File: config.mk
export PLATFORM = sky130hd
export DESIGN_NAME = pf_init_reset_seq
export DESIGN_NICKNAME = d
export VERILOG_FILES = /design/src/rtl/pf_reset_seq_pkg.sv /design/src/rtl/pf_sync_bit.sv /design/src/rtl/pf_init_reset_seq.sv
export SDC_FILE = /design/constraint.sdc
export NUM_CORES = 1
export LEC_CHECK = 0
export CORE_MARGIN = 1.5
export CORE_UTILIZATION = 54
export DETAILED_ROUTE_END_ITERATION = 8
export PLACE_DENSITY = 0.78
export SLEW_MARGIN = 5
export SYNTH_ARGS = -nofsm -noshare
export SYNTH_HDL_FRONTEND = slang
export SYNTH_SLANG_ARGS = --single-unit
export TNS_END_PERCENT = 100
File: constraint.sdc
create_clock -name CLK -period 2.7 [get_ports CLK]
set_clock_uncertainty 0.2 [all_clocks]
set_input_delay 0.405 -clock CLK [delete_from_list [all_inputs] [get_ports CLK]]
set_output_delay 0.405 -clock CLK [all_outputs]
set_load 0.05 [all_outputs]
File: src/rtl/pf_reset_seq_pkg.sv
// Shared types and constants for the PolarFire init reset sequencer.
//   seq_state_e : sequencer state encoding (also exported on SEQ_STATE)
//   MASK_*      : bit positions inside INIT_MASK / the done-flag vector
//   LOSS_CNT_W  : width of the lock-loss event counter
//   cnt_width() : counter width for a given limit, never below 1 bit
package pf_reset_seq_pkg;

  typedef enum logic [2:0] {
    ST_IDLE      = 3'd0,
    ST_WAIT_INIT = 3'd1,
    ST_DEBOUNCE  = 3'd2,
    ST_RELEASE   = 3'd3,
    ST_RUN       = 3'd4
  } seq_state_e;

  localparam int unsigned MASK_SRAM      = 0;
  localparam int unsigned MASK_USRAM     = 1;
  localparam int unsigned MASK_XCVR      = 2;
  localparam int unsigned MASK_AUTOCALIB = 3;
  localparam int unsigned INIT_FLAG_W    = 4;

  localparam int unsigned LOSS_CNT_W = 8;

  function automatic int unsigned cnt_width(input int unsigned limit);
    return (limit > 1) ? $clog2(limit) : 1;
  endfunction

endpackage

File: src/rtl/pf_sync_bit.sv
// Single-bit multi-flop synchronizer with synchronous active-high reset to 0.
//   clk   : destination clock
//   reset : synchronous, active-high; clears every stage
//   d     : asynchronous input
//   q     : synchronized output, STAGES cycles behind d
module pf_sync_bit #(
  parameter int unsigned STAGES = 2
) (
  input  logic clk,
  input  logic reset,
  input  logic d,
  output logic q
);

  logic [STAGES-1:0] sync_q;

  always_ff @(posedge clk) begin
    if (reset) begin
      sync_q <= '0;
    end else begin
      sync_q <= {sync_q[STAGES-2:0], d};
    end
  end

  assign q = sync_q[STAGES-1];

endmodule

File: src/rtl/pf_init_reset_seq.sv
// Staged fabric reset sequencer driven by the PolarFire init monitor.
// Synchronizes the init flags, PLL lock and external reset request, waits for
// a debounced ready condition, then releases STAGE_RESET_N bit by bit.
// Any loss of ready after debounce starts drops every reset at once.
//   CLK, RESET        : system clock, synchronous active-high reset
//   FABRIC_POR_N .. EXT_RST_N : asynchronous status / request inputs
//   STAGE_RESET_N     : staged active-low resets, bit 0 released first
//   FABRIC_RESET_N    : high only in RUN
//   SEQ_STATE         : current state, debug
//   LOCK_LOSS_CNT     : saturating count of faults taken from RUN
//   INIT_TIMEOUT      : sticky init timeout flag
// Build option: define INIT_TIMEOUT_EN to build the WAIT_INIT timeout
// counter; without it INIT_TIMEOUT is tied low.
module pf_init_reset_seq
  import pf_reset_seq_pkg::*;
#(
  parameter int unsigned SYNC_STAGES     = 2,
  parameter int unsigned DEBOUNCE_CYCLES = 256,
  parameter int unsigned NUM_STAGES      = 3,
  parameter int unsigned STAGE_GAP       = 16,
  parameter logic [3:0]  INIT_MASK       = 4'b1111,
  parameter int unsigned TIMEOUT_CYCLES  = 1000000
) (
  input  logic                  CLK,
  input  logic                  RESET,
  input  logic                  FABRIC_POR_N,
  input  logic                  DEVICE_INIT_DONE,
  input  logic                  SRAM_INIT_DONE,
  input  logic                  USRAM_INIT_DONE,
  input  logic                  XCVR_INIT_DONE,
  input  logic                  AUTOCALIB_DONE,
  input  logic                  PLL_LOCK,
  input  logic                  EXT_RST_N,
  output logic [NUM_STAGES-1:0] STAGE_RESET_N,
  output logic                  FABRIC_RESET_N,
  output logic [2:0]            SEQ_STATE,
  output logic [LOSS_CNT_W-1:0] LOCK_LOSS_CNT,
  output logic                  INIT_TIMEOUT
);

  localparam int unsigned NS     = NUM_STAGES;
  localparam int unsigned DEB_W  = cnt_width(DEBOUNCE_CYCLES);
  localparam int unsigned GAP_W  = cnt_width(STAGE_GAP);
  localparam int unsigned STG_W  = cnt_width(NUM_STAGES);
  localparam int unsigned N_SYNC = 8;

  // Input synchronizers: 0 por, 1 dev, 2 sram, 3 usram, 4 xcvr, 5 acal, 6 lock, 7 ext
  logic [N_SYNC-1:0] async_in;
  logic [N_SYNC-1:0] sync_s;

  assign async_in = {EXT_RST_N, PLL_LOCK, AUTOCALIB_DONE, XCVR_INIT_DONE,
                     USRAM_INIT_DONE, SRAM_INIT_DONE, DEVICE_INIT_DONE, FABRIC_POR_N};

  for (genvar i = 0; i < N_SYNC; i++) begin : g_sync
    pf_sync_bit #(.STAGES(SYNC_STAGES)) u_sync (
      .clk   (CLK),
      .reset (RESET),
      .d     (async_in[i]),
      .q     (sync_s[i])
    );
  end

  // Ready qualification: unmasked done flags are treated as always done
  logic [INIT_FLAG_W-1:0] done_vec_s;
  logic                   ready;

  assign done_vec_s[MASK_SRAM]      = sync_s[2];
  assign done_vec_s[MASK_USRAM]     = sync_s[3];
  assign done_vec_s[MASK_XCVR]      = sync_s[4];
  assign done_vec_s[MASK_AUTOCALIB] = sync_s[5];

  assign ready = sync_s[0] & sync_s[1] & sync_s[6] & sync_s[7]
               & (&(done_vec_s | ~INIT_MASK));

  // Sequencer state and registered outputs
  seq_state_e            state_q, state_d;
  logic [DEB_W-1:0]      deb_cnt_q, deb_cnt_d;
  logic [GAP_W-1:0]      gap_cnt_q, gap_cnt_d;
  logic [STG_W-1:0]      stage_idx_q, stage_idx_d;
  logic [NS-1:0]         stage_rst_q, stage_rst_d;
  logic                  fabric_q, fabric_d;
  logic [LOSS_CNT_W-1:0] loss_q, loss_d;
  logic [STG_W-1:0]      nxt_idx;
  logic                  fault;

  always_ff @(posedge CLK) begin
    if (RESET) begin
      state_q     <= ST_IDLE;
      deb_cnt_q   <= '0;
      gap_cnt_q   <= '0;
      stage_idx_q <= '0;
      stage_rst_q <= '0;
      fabric_q    <= 1'b0;
      loss_q      <= '0;
    end else begin
      state_q     <= state_d;
      deb_cnt_q   <= deb_cnt_d;
      gap_cnt_q   <= gap_cnt_d;
      stage_idx_q <= stage_idx_d;
      stage_rst_q <= stage_rst_d;
      fabric_q    <= fabric_d;
      loss_q      <= loss_d;
    end
  end

  // Next-state logic; a fault overrides any debounce completion or stage step
  always_comb begin
    state_d     = state_q;
    deb_cnt_d   = deb_cnt_q;
    gap_cnt_d   = gap_cnt_q;
    stage_idx_d = stage_idx_q;
    stage_rst_d = stage_rst_q;
    fabric_d    = fabric_q;
    loss_d      = loss_q;
    nxt_idx     = stage_idx_q + STG_W'(1);
    fault       = ~ready & (state_q inside {ST_DEBOUNCE, ST_RELEASE, ST_RUN});

    if (fault) begin
      state_d     = ST_WAIT_INIT;
      deb_cnt_d   = '0;
      gap_cnt_d   = '0;
      stage_idx_d = '0;
      stage_rst_d = '0;
      fabric_d    = 1'b0;
      if (state_q == ST_RUN && loss_q != {LOSS_CNT_W{1'b1}}) begin
        loss_d = loss_q + LOSS_CNT_W'(1);
      end
    end else begin
      case (state_q)
        ST_IDLE: begin
          state_d     = ST_WAIT_INIT;
          deb_cnt_d   = '0;
          gap_cnt_d   = '0;
          stage_idx_d = '0;
          stage_rst_d = '0;
          fabric_d    = 1'b0;
        end
        ST_WAIT_INIT: begin
          deb_cnt_d = '0;
          if (ready) begin
            state_d = ST_DEBOUNCE;
          end
        end
        ST_DEBOUNCE: begin
          if (deb_cnt_q == DEB_W'(DEBOUNCE_CYCLES - 1)) begin
            deb_cnt_d   = '0;
            gap_cnt_d   = '0;
            stage_idx_d = '0;
            stage_rst_d = NS'(1);
            // A single stage is already fully released on entry
            if (NUM_STAGES == 1) begin
              state_d  = ST_RUN;
              fabric_d = 1'b1;
            end else begin
              state_d = ST_RELEASE;
            end
          end else begin
            deb_cnt_d = deb_cnt_q + DEB_W'(1);
          end
        end
        ST_RELEASE: begin
          if (gap_cnt_q == GAP_W'(STAGE_GAP - 1)) begin
            gap_cnt_d   = '0;
            stage_idx_d = nxt_idx;
            stage_rst_d = stage_rst_q | (NS'(1) << nxt_idx);
            if (nxt_idx == STG_W'(NUM_STAGES - 1)) begin
              state_d  = ST_RUN;
              fabric_d = 1'b1;
            end
          end else begin
            gap_cnt_d = gap_cnt_q + GAP_W'(1);
          end
        end
        ST_RUN: begin
          fabric_d = 1'b1;
        end
        default: begin
          state_d = ST_IDLE;
        end
      endcase
    end
  end

  assign STAGE_RESET_N  = stage_rst_q;
  assign FABRIC_RESET_N = fabric_q;
  assign SEQ_STATE      = state_q;
  assign LOCK_LOSS_CNT  = loss_q;

`ifdef INIT_TIMEOUT_EN
  localparam int unsigned TMO_W = cnt_width(TIMEOUT_CYCLES);

  logic [TMO_W-1:0] tmo_cnt_q;
  logic             tmo_q;

  // Timeout counter runs only in WAIT_INIT and holds at its limit; flag is sticky
  always_ff @(posedge CLK) begin
    if (RESET) begin
      tmo_cnt_q <= '0;
      tmo_q     <= 1'b0;
    end else if (state_q == ST_WAIT_INIT) begin
      if (tmo_cnt_q == TMO_W'(TIMEOUT_CYCLES - 1)) begin
        tmo_q <= 1'b1;
      end else begin
        tmo_cnt_q <= tmo_cnt_q + TMO_W'(1);
      end
    end else begin
      tmo_cnt_q <= '0;
    end
  end

  assign INIT_TIMEOUT = tmo_q;
`else
  assign INIT_TIMEOUT = 1'b0;
`endif

endmodule

==> results.yml <==
route:
  drt_iter0_markers: 88
  ant_nets: 0
  detail_route.wl_per_cell_um: 12.50
  drt-pass1-iter-count: 5
  viasPerCell: 5.648
  vias: 1638
  routed_wl_um: 3625
  drc: 0
cts:
  cts_max_level: 2
  cts.sinks: 45
  cts.hold.buffers_added: 0
  insertion_delay_ns: 0.30
  post_cts_buffers: 0
  clk_path_buf_depth: 2
  cts_tree: "yes"
  cts_buffers: 5
  cts_resized: 0
  clock-root-buffer: "clkbuf_8"
  path_clk_slew_ns: 0.09
power_and_ir_drop:
  total_power_w: 0.001217
  power_density_nw_per_um2: 512.7
  leakagePower_nw: 0.8007
  ir_drop_uv: 318.7
die:
  core_um2: 3633
  die_w_um: 64.08
  rows: 22
  die_height_um: 64.08
  start_util_pct: 55.44
  ios: 26
  fp.dieArea_um2: 4106
timing:
  max_slew_margin_pct: 62.60
  max_freq_ghz: 0.4059
  final-setup-viol-count: 0
  tightestPinTransition_ns: 0.5576
  fin_crit_sh_pct: 91.25
  tns_ns: 0
  hold_viol_final: 0
  finalMaxSlewViolations: 0
  period_needed_ns: 2.464
  whs_ns: 0.2452
  rsz0062_at_grt: "no"
synth:
  synth_top_cell_by_area: "dfxtp_1"
  ys_seq_elements: 45
  ys_seq_area_share_pct: 44.72
  synth_flop_cell: "dfxtp_1"
  synth_cell_types: 51
  synthSimpleGateAreaFrac_pct: 26.77
  syn-num-nets: 234
  muxShareOfSynthArea_pct: 2.112
  synth_xor_area_share_pct: 0.4348
  async_reset_ff_share_pct: 0
  synthTopCellsByArea: "dfxtp_1 45%, nor2b_1 6.2%, a21oi_1 3.7%"
  synth_top_family_by_area: "simple AND/OR/NAND/NOR gates"
  synth-edff-count: 0
  ys.warnings.count: 0
  synth_compound_area_share_pct: 18.70
  synthCells: 218
  synth_adder_area_share_pct: 3.727
  syn-cell-area_um2: 2014
  synth_top_area_share_pct: 44.72
  avgSynthCellArea_um2: 9.241
final_layout:
  final_util_pct: 65.36
  fillers: 317
  nNetsFinal: 257
  layout-drive-gt1-share_pct: 9.917
  area_growth_pct: 17.89
  n_antenna_cell: 0
critical_path:
  crit_required_ns: 2.10
  cp-endpoint: "SEQ_STATE[1]"
  crit_start: "SEQ_STATE[1]"
  reg2regPathDepth: 5
  cp.depth: 1
  slowest_delay_ns: 0.90
  crit_family: "buffers and inverters"
  reg2reg_setup_slack_ns: 0.58
  critPathBufInv: 1
  path_cells: "clkdlybuf4s50_1"
  start_kind: "register"
  worstReg2RegEnd: "gap_cnt_q[3]"
  crit_path_max_fanout: 16
  crit_arrival_ns: 1.86
  cp-end-kind: "output pin"
  reg2reg_from: "deb_cnt_q[0]"
  cp_slowest_cell: "clkdlybuf4s50_1"
  critical_path_class: "reg2out"
global_route:
  grtUsageTotal_pct: 18.60
  grt_remaining_overflow: 0
  antenna_found_initial: 0
  grt_max_degree: 27
  grt_pass1_wl_um: 6058
  grt_pass1_vias: 1387
outcome:
  status: "completed"
min_path:
  hold_path_class: "reg2reg"
placed_design:
  place.gp.congestion: 0.8682
  hpwlAfterDp_um: 2523
  portBuffers: 24
flow_run:
  cap_violations: 0
## through the flow
step	instance area, um2	cells	setup WS (ns)
2_1_floorplan	2014	218	0.5250
3_3_place_gp	2277	282	0.6003
3_5_place_dp	2277	282	0.5764
4_1_cts	2375	290	0.2333
5_1_grt	2375	290	0.1439
6_report	2375	290	0.2363
## flip-flops by register name (all words and copies together), names as in the netlist
| name | flops |
|---|---|
| deb_cnt_q | 8 |
| STAGE_RESET_N | 3 |
| LOCK_LOSS_CNT | 8 |
| SEQ_STATE | 3 |
| gap_cnt_q | 4 |
| FABRIC_RESET_N | 1 |
| g_sync.u_sync.sync_q | 16 |
| stage_idx_q | 2 |
## placed cells by master, fill, tap and decap left out, types with 2 or more instances in the layout
master           Yosys  final
a311oi_1             4      4
o211ai_1             2      2
nand4_1              5      5
clkbuf_8             0      5
nand2_1             12     12
dfxtp_1             45     45
or3_1                3      3
a21oi_1             15     15
nor2_1              13     13
clkdlybuf4s50_1      0     24
o41ai_1              3      3
nor4_1               3      3
o31ai_1              3      3
mux2_2               2      2
or2_2                3      3
mux2i_1              2      2
nand3_1             13     13
ha_1                 6      6
a211oi_1             4      4
o21ai_0              6      6
a41oi_1              2      2
inv_6                0      2
or4_1                5      5
nor3_1               2      2
nor2b_1             20     20
buf_4                1      2
inv_1                4      4
a31oi_1              6      6
nand2b_1             4      4
## cell families after synthesis
group | count (synthesis)
AO/OA/AOI/OAI | 54
XOR/XNOR | 1
adder cells (fa/ha/maj) | 6
buffers and inverters | 14
flip-flops | 45
multiplexers | 4
other | 1
AND/OR/NAND/NOR | 93
## where the power goes
group	switching [W]	internal [W]	leakage (nW)
Clock	0.000255	0.000195	0.0511
Sequential	0.00000989	0.000679	0.367
Combinational	0.0000426	0.0000357	0.383
## area by class of cell
class	count	area (um2)	share of cell area, %
clock buffers	5	68.82	2.898
clock inverters	3	28.78	1.212
inverters	4	15.01	0.6322
multi-input cells	159	1046	44.05
flip-flops and latches	45	900.9	37.93
well taps	48	60.06	2.529
repair buffers	26	255.2	10.75
## worst min-delay path by stage
stage / from / to / slack (ns) / cells past startpoint
after detailed placement: g_sync[7].u_sync.sync_q[0] / g_sync[7].u_sync.sync_q[1] / 0.22 / 1
after CTS: g_sync[7].u_sync.sync_q[0] / g_sync[7].u_sync.sync_q[1] / 0.24 / 1
after global routing: g_sync[2].u_sync.sync_q[0] / g_sync[2].u_sync.sync_q[1] / 0.27 / 1
after global placement: g_sync[7].u_sync.sync_q[0] / g_sync[7].u_sync.sync_q[1] / 0.22 / 1
final: g_sync[7].u_sync.sync_q[0] / g_sync[7].u_sync.sync_q[1] / 0.25 / 1
after floorplan: g_sync[0].u_sync.sync_q[0] / g_sync[0].u_sync.sync_q[1] / 0.21 / 1
## layer usage
layer  global-route usage, %  vias to the layer above  routed length (um)
li1                        -                      840                   -
met1                   25.08                      755                1769
met2                   28.52                       39                1688
met3                   5.282                        4                 130
met4                   6.250                        0                  36
met5                       0                        -                   0
## synthesized netlist by cell type (all sizes together), types with 2 or more instances
| cell type | number |
|---|---|
| nor3 | 2 |
| nand2b | 4 |
| or3 | 3 |
| nor2b | 20 |
| buf | 6 |
| or4 | 6 |
| nor3b | 2 |
| nand4 | 5 |
| or2 | 4 |
| a41oi | 2 |
| nor4 | 3 |
| clkbuf | 4 |
| ha | 6 |
| nand3 | 13 |
| o41ai | 3 |
| mux2 | 2 |
| a21boi | 2 |
| a311oi | 4 |
| a31oi | 6 |
| nor2 | 13 |
| o211ai | 2 |
| o21ai | 7 |
| mux2i | 2 |
| nand2 | 12 |
| o31ai | 3 |
| a21oi | 16 |
| dfxtp | 45 |
| a211oi | 5 |
| inv | 4 |
Power figures use the tool's default switching activity.
